### config.mk
export PLATFORM = sky130hd
export DESIGN_NAME = bus_arbiter_split_n
export DESIGN_NICKNAME = d
export VERILOG_FILES = /design/src/rtl/bus_arbiter_split_n_pkg.sv /design/src/rtl/bus_arbiter_split_n_rr_picker.sv /design/src/rtl/bus_arbiter_split_n.sv
export SDC_FILE = /design/constraint.sdc
export NUM_CORES = 1
export LEC_CHECK = 0
export BUFFER_PORTS_ARGS = -buffer_cell sky130_fd_sc_hd__buf_2
export CORE_AREA = 8 8 57 59
export CTS_CLUSTER_DIAMETER = 100
export DETAILED_ROUTE_END_ITERATION = 12
export DIE_AREA = 0 0 65 67
export GPL_TIMING_DRIVEN = 1
export SLEW_MARGIN = 40
export SYNTH_ARGS = -nofsm -noshare
export SYNTH_HDL_FRONTEND = slang
export SYNTH_HIERARCHICAL = 1
export SYNTH_SLANG_ARGS = --single-unit
### constraint.sdc
create_clock -name clk -period 6.5 [get_ports clk]
set_clock_uncertainty 0.1 [all_clocks]
set_input_delay 0.325 -clock clk [delete_from_list [all_inputs] [get_ports clk]]
set_output_delay 0.325 -clock clk [all_outputs]
set_load 0.005 [all_outputs]
### src/rtl/bus_arbiter_split_n_pkg.sv
// Shared types and helpers for the split-transaction bus arbiter.
// Imported by the arbiter top and its round-robin picker.
package bus_arb_pkg;

    typedef enum logic [1:0] {
        IDLE        = 2'd0,
        GRANT_INIT  = 2'd1,
        GRANT_SPLIT = 2'd2
    } arb_state_e;

    // Index width that never collapses to zero bits.
    function automatic int clog2_min1(input int n);
        return (n <= 2) ? 1 : $clog2(n);
    endfunction

    function automatic int onehot_to_idx(input logic [7:0] v);
        int idx;
        idx = 0;
        for (int i = 0; i < 8; i++) begin
            if (v[i]) idx = i;
        end
        return idx;
    endfunction

endpackage

### src/rtl/bus_arbiter_split_n_rr_picker.sv
// Combinational picker: fixed priority or round-robin from a pointer.
// The doubled vector wraps the search past the top index.
module rr_picker
    import bus_arb_pkg::*;
#(
    parameter int WIDTH = 4,
    localparam int PTR_W = clog2_min1(WIDTH)
) (
    input  logic [WIDTH-1:0] req,
    input  logic [PTR_W-1:0] ptr,
    input  logic             mode,
    output logic [WIDTH-1:0] pick,
    output logic             valid
);

    logic [WIDTH-1:0]   mask;
    logic [2*WIDTH-1:0] dbl;
    logic               found;

    always_comb begin
        mask = '0;
        for (int i = 0; i < WIDTH; i++) begin
            mask[i] = !mode || (PTR_W'(i) >= ptr);
        end
        dbl   = {req, req & mask};
        pick  = '0;
        found = 1'b0;
        for (int i = 0; i < WIDTH; i++) begin
            if (!found && dbl[i]) begin
                found   = 1'b1;
                pick[i] = 1'b1;
            end
        end
        for (int i = 0; i < WIDTH; i++) begin
            if (!found && dbl[WIDTH+i]) begin
                found   = 1'b1;
                pick[i] = 1'b1;
            end
        end
        valid = |req;
    end

endmodule

### src/rtl/bus_arbiter_split_n.sv
// N-initiator serial-bus arbiter with split-transaction parking.
// A split target returning data is granted together with its parked initiator.
module bus_arbiter_split_n
    import bus_arb_pkg::*;
#(
    parameter int NUM_INIT  = 4,
    parameter int NUM_SPLIT = 1,
    parameter int RR_MODE   = 1,
    localparam int INIT_W   = clog2_min1(NUM_INIT),
    localparam int SPLIT_W  = clog2_min1(NUM_SPLIT)
) (
    input  logic                 clk,
    input  logic                 rst,
    input  logic [NUM_INIT-1:0]  req,
    input  logic [NUM_SPLIT-1:0] split_req,
    input  logic [NUM_SPLIT-1:0] split_ack,
    output logic [NUM_INIT-1:0]  grant,
    output logic [NUM_SPLIT-1:0] grant_split,
    output logic [INIT_W-1:0]    sel,
    output logic [SPLIT_W-1:0]   split_sel,
    output logic                 bus_busy,
    output logic [NUM_SPLIT-1:0] split_pending,
    output logic                 proto_err
);

    arb_state_e state_q, state_d;

    logic [INIT_W-1:0]  owner_q, owner_d;
    logic [INIT_W-1:0]  ptr_q, ptr_d;
    logic [SPLIT_W-1:0] tgt_q, tgt_d;

    logic [NUM_SPLIT-1:0][INIT_W-1:0] parked_q, parked_d;
    logic [NUM_SPLIT-1:0] pend_d;

    logic [NUM_INIT-1:0]  parked_mask, eligible, pick, owner_oh;
    logic [NUM_SPLIT-1:0] split_go, split_oh, tgt_oh;
    logic [INIT_W-1:0]    pick_idx, split_owner;
    logic [SPLIT_W-1:0]   split_idx;
    logic                 pick_vld, ack_one, ack_ok, req_owner, err_d;

    logic [NUM_INIT-1:0]  grant_d;
    logic [NUM_SPLIT-1:0] gsplit_d;

    rr_picker #(
        .WIDTH (NUM_INIT)
    ) u_pick (
        .req   (eligible),
        .ptr   (ptr_q),
        .mode  (RR_MODE != 0),
        .pick  (pick),
        .valid (pick_vld)
    );

    always_comb begin
        parked_mask = '0;
        split_oh    = '0;
        split_owner = '0;
        split_go    = split_req & split_pending;
        for (int k = 0; k < NUM_SPLIT; k++) begin
            for (int i = 0; i < NUM_INIT; i++) begin
                if (split_pending[k] && parked_q[k] == INIT_W'(i))
                    parked_mask[i] = 1'b1;
            end
        end
        // Descending scan so the lowest returning target wins.
        for (int k = NUM_SPLIT - 1; k >= 0; k--) begin
            if (split_go[k]) begin
                split_oh    = '0;
                split_oh[k] = 1'b1;
                split_owner = parked_q[k];
            end
        end
        for (int i = 0; i < NUM_INIT; i++)
            owner_oh[i] = (owner_q == INIT_W'(i));
        for (int k = 0; k < NUM_SPLIT; k++)
            tgt_oh[k] = (tgt_q == SPLIT_W'(k));
    end

    assign eligible  = req & ~parked_mask;
    assign pick_idx  = INIT_W'(onehot_to_idx(8'(pick)));
    assign split_idx = SPLIT_W'(onehot_to_idx(8'(split_oh)));
    assign req_owner = |(req & owner_oh);
    assign ack_one   = $onehot(split_ack);
    assign ack_ok    = (state_q == GRANT_INIT) && ack_one &&
                       !(|(split_ack & split_pending));

    assign err_d = ($countones(split_ack) > 1) ||
                   ((|split_ack) && (state_q != GRANT_INIT)) ||
                   ((state_q == GRANT_INIT) && ack_one &&
                    (|(split_ack & split_pending))) ||
                   ((state_q == IDLE) && (|(split_req & ~split_pending)));

    always_comb begin
        state_d  = state_q;
        owner_d  = owner_q;
        tgt_d    = tgt_q;
        ptr_d    = ptr_q;
        pend_d   = split_pending;
        parked_d = parked_q;
        unique case (state_q)
            IDLE: begin
                if (|split_go) begin
                    state_d = GRANT_SPLIT;
                    tgt_d   = split_idx;
                    owner_d = split_owner;
                end else if (pick_vld) begin
                    state_d = GRANT_INIT;
                    owner_d = pick_idx;
                    ptr_d   = (pick_idx == INIT_W'(NUM_INIT - 1)) ?
                              '0 : pick_idx + INIT_W'(1);
                end
            end
            GRANT_INIT: begin
                if (ack_ok) begin
                    state_d = IDLE;
                    pend_d  = split_pending | split_ack;
                    for (int k = 0; k < NUM_SPLIT; k++) begin
                        if (split_ack[k]) parked_d[k] = owner_q;
                    end
                end else if (!req_owner) begin
                    state_d = IDLE;
                end
            end
            GRANT_SPLIT: begin
                if (!(|(split_req & tgt_oh))) begin
                    state_d = IDLE;
                    pend_d  = split_pending & ~tgt_oh;
                end
            end
            default: state_d = IDLE;
        endcase
    end

    // Outputs are a registered image of the next state.
    always_comb begin
        grant_d  = '0;
        gsplit_d = '0;
        for (int i = 0; i < NUM_INIT; i++)
            grant_d[i] = (state_d != IDLE) && (owner_d == INIT_W'(i));
        for (int k = 0; k < NUM_SPLIT; k++)
            gsplit_d[k] = (state_d == GRANT_SPLIT) && (tgt_d == SPLIT_W'(k));
    end

    always_ff @(posedge clk or posedge rst) begin
        if (rst) begin
            state_q       <= IDLE;
            owner_q       <= '0;
            tgt_q         <= '0;
            ptr_q         <= '0;
            parked_q      <= '0;
            split_pending <= '0;
            grant         <= '0;
            grant_split   <= '0;
            sel           <= '0;
            split_sel     <= '0;
            bus_busy      <= 1'b0;
            proto_err     <= 1'b0;
        end else begin
            state_q       <= state_d;
            owner_q       <= owner_d;
            tgt_q         <= tgt_d;
            ptr_q         <= ptr_d;
            parked_q      <= parked_d;
            split_pending <= pend_d;
            grant         <= grant_d;
            grant_split   <= gsplit_d;
            sel           <= (state_d != IDLE) ? owner_d : '0;
            split_sel     <= (state_d == GRANT_SPLIT) ? tgt_d : '0;
            bus_busy      <= (state_d != IDLE);
            proto_err     <= err_d;
        end
    end

endmodule

==> impl_metrics.csv <==
group,metric,value,unit
cts,cts_made_buffers,3,
grt,grt-busiest-layer,"met2",
setup_path,reg2reg_depth,9,
floorplan,die_w,65,um
sta,slew_violations,0,
cts,cts_hold_buffers,0,
final_layout,final_nets,129,
grt,grt_pass1_wl,3.14,mm
setup_path,cp-end-kind,"flip-flop",
route,viasPerCell,5.03,
grt,met2_usage,15.0,%
synthesis,synth_cells,94,
grt,grt_pass1_vias,687,
setup_path,worstPathMaxFanout,12,
pwr,ir_drop,0.243,mV
final_layout,drive_gt1_share,26.1,%
setup_path,crit_slowest_cell,"dfrtp_1",
final_layout,final_cells,149,
route,vias,749,
sta,hold_viol_final,0,
sta,rsz0062_at_grt,"no",
floorplan,die_area,4360,um2
sta,max_freq,354,MHz
cts,clkTransAtPathRegs,0.10,ns
final_layout,postLayoutCoreUtil,48.3,%
setup_path,r2r_slack,3.68,ns
floorplan,rows,18,
grt,grtUsageTotal,9.35,%
cts,clock_sinks,20,
synthesis,syn_avg_cell_area,10.4,um2
sta,final.setup.tns,0,ns
pwr,power_per_cell_area,437,nW/um2
final_layout,num_antenna_cells,0,
floorplan,die_h,67,um
pwr,power_frac_seq,44.7,%
pwr,combPwrFrac,44.7,%
route,dr.first_iter.drc_count,12,
sta,max_slew_margin,52.7,%
route,dr.pass1.iters,4,
setup_path,worstSetupPathType,"reg -> reg",
placed_design,placed_cells,146,
placed_design,gp_congestion,0.880,
floorplan,coreArea,2360,um2
sta,finalCritPeriodShare,43.4,%
route,wire_per_inst,13.0,um
final_layout,synthToLayoutAreaGrowth,16.8,%
route,wl,1.94,mm
grt,grt_overflow,0,
setup_path,cp-startpoint,"split_pending$_DFFE_PP0P_",
route,drc,0,
cts,clk_latency,0.29,ns
pwr,intPower,0.300,mW
pwr,clkPwrFrac,10.6,%
run_status,outcome,"completed",
pwr,power.total,0.499,mW
cts,postCtsSetupBuffers,0,
synthesis,yosys_warnings,6,
floorplan,num_io_pins,19,
setup_path,max_stage_delay,0.54,ns
pwr,p_leak,0.557,nW
setup_path,rr_startpoint,"split_pending$_DFFE_PP0P_",
job,cap_violations,0,
setup_path,arrival,2.88,ns
cts,cts_tree,"yes",
setup_path,critPathTopFamily,"simple AND/OR/NAND/NOR gates",
cts,h-tree-depth,1,
pwr,swShare,39.9,%
route,ant_nets,0,
setup_path,critPathRequiredTime,6.56,ns
floorplan,start_util,41.3,%
sta,setup_viol,0,
sta,worstMarginPinSlew,0.709,ns
setup_path,crit_path_end,"grant[2]$_DFF_PP0_",
synthesis,synth.cell_area,977,um2
setup_path,critPathBufInv,2,
grt,gr-usage-met1,11.2,%
final_layout,fillers,233,
setup_path,path_depth,9,
cts,cts-root-buf,"clkbuf_4",
setup_path,cpMostUsedCell,"inv_1",
cts,cts_buffer_depth,2,
cts,cts.repair.resized,0,
setup_path,cp-start-kind,"flip-flop",
grt,grt_max_degree,21,
sta,min_period,2.82,ns
placed_design,portBuffers,18,
setup_path,rr_endpoint,"grant[2]$_DFF_PP0_",
grt,use_met3,3.52,%
worst_hold_path,worstHoldPathType,"in -> async",
pwr,power.switching,0.199,mW
placed_design,dp_hpwl,1.51,mm
grt,antenna_found_initial,0,
setup_path,path_cells,"inv_1 > o31a_1 > or2_1 > or3_1 > a21boi_1 > and4b_1 > or3_4 > inv_1 > nor3_1",
## cell type report
class                   count  area (um2)  area share, %
clock buffers               3        22.5           1.97
inverters                   8        30.0           2.63
repair buffers             18        90.1           7.89
well taps                  30        37.5           3.29
multi-input cells          70         460           40.4
flip-flops and latches     20         500           43.9
## sequential cells by signal, indices dropped and copies added (netlist names)
signal / count
grant: 4
owner_q: 2
parked_q: 2
ptr_q: 2
sel: 2
state_q: 2
bus_busy: 1
grant_split: 1
proto_err: 1
split_pending: 1
split_sel: 1
tgt_q: 1
## layer usage
metal | wire length (um) | share of wire [%]
met5 | 0 | 0
met1 | 890 | 46
met4 | 12 | 0.62
met2 | 937 | 48
met3 | 97 | 5.0
## worst register-to-register path: stages (launching register included)
cell and delay (ns):
dfrtp_1 0.54, inv_1 0.12, o31a_1 0.36, or2_1 0.27, or3_1 0.32, a21boi_1 0.16
and4b_1 0.25, or3_4 0.41, inv_1 0.10, nor3_1 0.06
## metrics by stage
stage	cell area (um2)	setup WS [ns]	hold WS, ns
6_report	1140	3.68	0.0339
5_1_grt	1140	3.48	0.0938
4_1_cts	1140	3.67	0.0542
3_5_place_dp	1120	3.70	0.386
3_3_place_gp	1120	3.74	0.380
2_1_floorplan	996	3.89	0.189
## power groups by stage
stage,Clock [mW],Combinational [mW],Sequential [mW]
finish,0.0528,0.223,0.223
global route,0.0603,0.251,0.232
CTS,0.0576,0.226,0.224
detailed placement,0,0.225,0.225
global placement,0,0.225,0.227
floorplan,0,0.172,0.213
## worst min path at each step
| stage | from | end | slack, ns | cells past startpoint |
|---|---|---|---|---|
| after floorplan | rst | bus_busy$_DFF_PP0_ | 0.19 | 1 |
| after global placement | rst | grant_split$_DFF_PP0_ | 0.38 | 2 |
| after detailed placement | rst | grant_split$_DFF_PP0_ | 0.39 | 2 |
| after CTS | rst | split_sel$_DFF_PP0_ | 0.05 | 2 |
| after global routing | rst | split_sel$_DFF_PP0_ | 0.09 | 2 |
| final | rst | split_sel$_DFF_PP0_ | 0.03 | 2 |
## placed cells by master (no fill, tap or decap), types with 2 or more instances in the layout
master    instances
a21o_1            3
clkbuf_4          3
nand2_1           7
inv_1             8
nor2_1            5
nand2b_1          3
buf_2            18
a21oi_1           9
nor3_1            4
a31oi_1           2
conb_1            7
nor2_2            2
o31a_1            2
dfrtp_1          20
mux2_2            2
o21a_1            3
No activity file was read; power rests on OpenSTA's default activity.
